File: src/rtl/button_counter.sv
// Two debounced push buttons driving an up/down counter with wrap and overflow pulse.
// Saturating limits instead of wrap when BUTTON_COUNTER_SAT_EN is defined.
module button_counter #(
  parameter int                 WIDTH           = 8,
  parameter int                 DEBOUNCE_CYCLES = 16,
  parameter logic [WIDTH-1:0]   INIT            = '0
) (
  input  logic             clk,
  input  logic             rst,
  input  logic             btn_inc,
  input  logic             btn_dec,
  input  logic             clr,
  output logic [WIDTH-1:0] count,
  output logic             press_inc,
  output logic             press_dec,
  output logic             ovf
);

  localparam int               CW   = $clog2(DEBOUNCE_CYCLES + 1);
  // cnt holds samples already seen; the sample that makes it DEBOUNCE_CYCLES completes the wait
  localparam logic [CW-1:0]    LAST = CW'(DEBOUNCE_CYCLES - 1);
  localparam logic [WIDTH-1:0] MAX  = {WIDTH{1'b1}};

  typedef enum logic [1:0] {
    RELEASED,
    PRESS_WAIT,
    HELD,
    RELEASE_WAIT
  } state_t;

  logic [1:0] btn;
  logic [1:0] accept;

  assign btn = {btn_dec, btn_inc};

  for (genvar gi = 0; gi < 2; gi++) begin : g_btn
    logic          sync1, sync2;
    state_t        state, state_nxt;
    logic [CW-1:0] cnt, cnt_nxt;
    logic          acc;

    always_ff @(posedge clk) begin
      if (rst) begin
        sync1 <= 1'b0;
        sync2 <= 1'b0;
        state <= RELEASED;
        cnt   <= '0;
      end else begin
        sync1 <= btn[gi];
        sync2 <= sync1;
        state <= state_nxt;
        cnt   <= cnt_nxt;
      end
    end

    always_comb begin
      state_nxt = state;
      cnt_nxt   = cnt;
      acc       = 1'b0;
      case (state)
        RELEASED: begin
          if (sync2) begin
            state_nxt = PRESS_WAIT;
            cnt_nxt   = CW'(1);
          end
        end
        PRESS_WAIT: begin
          if (!sync2) begin
            state_nxt = RELEASED;
            cnt_nxt   = '0;
          end else if (cnt >= LAST) begin
            state_nxt = HELD;
            cnt_nxt   = '0;
            acc       = 1'b1;
          end else begin
            cnt_nxt = cnt + CW'(1);
          end
        end
        HELD: begin
          if (!sync2) begin
            state_nxt = RELEASE_WAIT;
            cnt_nxt   = CW'(1);
          end
        end
        RELEASE_WAIT: begin
          if (sync2) begin
            state_nxt = HELD;
            cnt_nxt   = '0;
          end else if (cnt >= LAST) begin
            state_nxt = RELEASED;
            cnt_nxt   = '0;
          end else begin
            cnt_nxt = cnt + CW'(1);
          end
        end
        default: begin
          state_nxt = RELEASED;
          cnt_nxt   = '0;
        end
      endcase
    end

    assign accept[gi] = acc;
  end

  always_ff @(posedge clk) begin
    if (rst) begin
      count     <= INIT;
      press_inc <= 1'b0;
      press_dec <= 1'b0;
      ovf       <= 1'b0;
    end else begin
      press_inc <= accept[0];
      press_dec <= accept[1];
      ovf       <= 1'b0;
      // simultaneous inc and dec cancel out, and clr wins over any press
      if (clr) begin
        count <= '0;
      end else if (accept[0] && !accept[1]) begin
        if (count == MAX) begin
          ovf <= 1'b1;
`ifdef BUTTON_COUNTER_SAT_EN
          count <= MAX;
`else
          count <= '0;
`endif
        end else begin
          count <= count + WIDTH'(1);
        end
      end else if (accept[1] && !accept[0]) begin
        if (count == '0) begin
          ovf <= 1'b1;
`ifdef BUTTON_COUNTER_SAT_EN
          count <= '0;
`else
          count <= MAX;
`endif
        end else begin
          count <= count - WIDTH'(1);
        end
      end
    end
  end

endmodule

File: config.mk
export PLATFORM = sky130hd
export DESIGN_NAME = button_counter
export DESIGN_NICKNAME = d
export VERILOG_FILES = /design/src/rtl/button_counter.sv
export SDC_FILE = /design/constraint.sdc
export NUM_CORES = 1
export LEC_CHECK = 0
export CORE_ASPECT_RATIO = 0.9
export CORE_MARGIN = 2
export CORE_UTILIZATION = 56
export DETAILED_ROUTE_END_ITERATION = 7
export GPL_ROUTABILITY_DRIVEN = 0
export PLACE_DENSITY = 0.79
export SYNTH_ARGS = -nofsm -noshare
export SYNTH_HDL_FRONTEND = slang
export SYNTH_SLANG_ARGS = --single-unit
File: constraint.sdc
create_clock -name clk -period 8.4 [get_ports clk]
set_input_delay 1.26 -clock clk [delete_from_list [all_inputs] [get_ports clk]]
set_output_delay 1.26 -clock clk [all_outputs]
set_load 0.02 [all_outputs]
==> impl_metrics.ini <==
[power_and_ir_drop]
irDropWorstVdd_mv = 0.117
p_per_area_nw_per_um2 = 127
p_leak_nw = 0.727

[synthesis]
ys_seq_elements = 29
synth_flop_cell = dfxtp_1
synth_cell_types = 48
ys.warnings.count = 0
async_flop_share_pct = 0
syn-num-nets = 204
netlist_area_sq_um = 1610
synthCells = 190
synth_area_per_cell_sq_um = 8.47
synth-edff-count = 0
synth_seq_area_share_pct = 36.1

[drt]
dr.pass1.iters = 4
detail-route-antenna-nets = 0
first_iter_violations = 92
drc = 0
totalWireLength_um = 3410
wl_per_cell_um = 14.0
vias_per_cell = 6.00
vias = 1463

[floorplanning]
start_util_pct = 58.6
coreArea_sq_um = 2750
die_h_um = 54.9
die_w_um = 60.5
io_pins = 16
dieArea_sq_um = 3320
rows = 18

[cts]
cts_tree = built
htree_levels = 2
post-cts-setup-buffers = 0
cts_resized = 0
clock_latency_ns = 0.32
root_buffer = clkbuf_4
path_clk_slew_ns = 0.09
holdBufCountCts = 0
cts_sinks = 29
cts_buffers = 5
ctsLongestPathBuffers = 2

[global_route]
grt_pass1_wl_um = 5440
grt_max_degree = 21
first_global_vias = 1252
grt_remaining_overflow = 0
globalRouteTotalUtil_pct = 22.6
antenna_found_initial = 0

[timing]
post-route-min-period_ns = 3.19
final-setup-viol-count = 0
final-hold-violation-count = 0
max_freq_ghz = 0.313
fin_crit_sh_pct = 38.0
finalSetupTns_ns = 0
slew-limit-headroom_pct = 55.7
fin_hold_ws_ns = 0.448
worst_slew_pin_slew_ns = 0.663
drv_slew = 0
clock_skew_ns = 0.00773
rsz0062_at_grt = no

[setup_path]
rr_worst_depth = 10
critPathKind = register to register
worst_setup_path_end_kind = register
cp.required_ns = 8.60
cp_max_fo = 9
worst_setup_path_start_kind = register
cp_data_arrival_time_ns = 3.39

[hold_path]
holdPathStages = 1
hold_class = register to register

[final_layout]
area_delta_synth_final_pct = 14.0
drive_gt1_share_pct = 9.31
fin_area_sq_um = 1830
final_nets = 218
diodes = 0

[run]
max-cap-violations = 0

[place]
io_buffer_count = 15
hpwl_um = 2500
placed_area_sq_um = 1780

[outcome]
status = finished, final reports clean
[stage by stage]
| stage | power (mW) | util, % | setup WS (ns) | instances |
|---|---|---|---|---|
| floorplan | 0.148 | - | 5.54 | 190 |
| global placement | 0.152 | 64.8 | 5.34 | 237 |
| detailed placement | 0.152 | 64.8 | 5.23 | 237 |
| CTS | 0.236 | 66.8 | 5.20 | 244 |
| global route | 0.241 | 66.8 | 4.92 | 244 |
| finish | 0.233 | 66.8 | 5.21 | 244 |
[layout make-up]
| class | instances | area [sq um] |
|---|---|---|
| sequential | 29 | 581 |
| tap | 40 | 50.0 |
| multi-input combinational | 142 | 957 |
| inverter | 11 | 41.3 |
| clock buffer | 7 | 55.1 |
| timing repair buffer | 15 | 150 |
| fill | 234 | 913 |
[state kept, by name, summed over array words and instances, names as in the netlist, named ones only]
signal       count
g_btn.cnt       10
press_dec        1
g_btn.sync1      2
count            8
g_btn.state      2
g_btn.sync2      2
ovf              1
press_inc        1
[kinds of logic after synthesis]
| kind of cell | synth area share, % |
|---|---|
| adders and majority gates | 7.00 |
| and+or+nand+nor | 26.4 |
| muxes | 1.94 |
| xor gates and xnor gates | 2.72 |
| DFF | 36.1 |
| buffers and inverters | 4.43 |
| AOI/OAI and AO/OA | 21.4 |
[path summary, 6_finish.rpt]
path	startpoint	to	slack [ns]
worst max-delay path	g_btn[0].cnt[0]	count[0]	5.21
worst min-delay path	g_btn[1].sync1	g_btn[1].sync2	0.45
worst min register to register	g_btn[1].sync1	g_btn[1].sync2	0.45
worst max register to register	g_btn[0].cnt[0]	count[0]	5.21
[cell usage after synthesis, drive strengths merged (2+ instances only)]
library cell  instances  area, sq um
a2111oi               4         42.5
a21boi                2         15.0
a21oi                10         50.1
a221oi                2         17.5
a31o                  2         17.5
a31oi                 3         18.8
and3                  5         31.3
and4                  2         17.5
clkbuf                8         30.0
dfxtp                29          581
ha                    9          113
inv                  10         37.5
mux2i                 2         20.0
nand2                12         45.0
nand2b                5         31.3
nand3                 9         45.0
nand4                 2         12.5
nor2                 17         63.8
nor2b                 4         25.0
nor3                  5         25.0
o211a                 4         40.0
o21a                  2         15.0
o21ai                 6         30.0
o221ai                2         17.5
o22ai                 2         12.5
o31ai                 2         15.0
or2                   4         25.0
or3                   5         31.3
or3b                  2         20.0
xnor2                 2         17.5
xor2                  3         26.3
[where the power goes]
| group | total, mW | switching, mW | internal [mW] |
|---|---|---|---|
| sequential | 0.140 | 0.00140 | 0.139 |
| combinational | 0.00811 | 0.00463 | 0.00348 |
| clock | 0.0841 | 0.0447 | 0.0394 |
[layer usage]
metal / GRT usage (%) / share of wire, %
met1: 30.5 / 47
met5: 0 / 0
met3: 7.33 / 8.2
met4: 9.42 / 1.7
met2: 33.3 / 43
[layout by cell type (no fill, tap or decap), types with 2 or more instances in the layout]
cell type         n
dfxtp_1          29
nor2_1           17
clkdlybuf4s50_1  15
nand2_1          12
inv_1            10
a21oi_1          10
nand3_1           9
ha_1              9
o21ai_0           6
and3_1            5
nand2b_1          5
or3_1             5
nor3_1            5
clkbuf_4          5
or2_2             4
o211a_1           4
nor2b_1           4
xor2_1            3
a31oi_1           3
and4_1            2
nand4_1           2
a21boi_0          2
xnor2_1           2
a2111oi_0         2
a31o_2            2
o31ai_1           2
o22ai_1           2
o21a_1            2
mux2i_1           2
a221oi_1          2
o221ai_1          2
[worst max-delay path, cell delays in order, from the launching register on]
cell,delay (ns)
dfxtp_1,0.40
ha_1,0.20
and3_1,0.17
ha_1,0.13
or2_2,0.12
o21ai_0,0.15
or3b_2,0.53
ha_1,0.45
clkinv_1,0.30
o31a_1,0.21
a2111oi_1,0.41
Note: power is estimated with default switching activity, not from simulation.
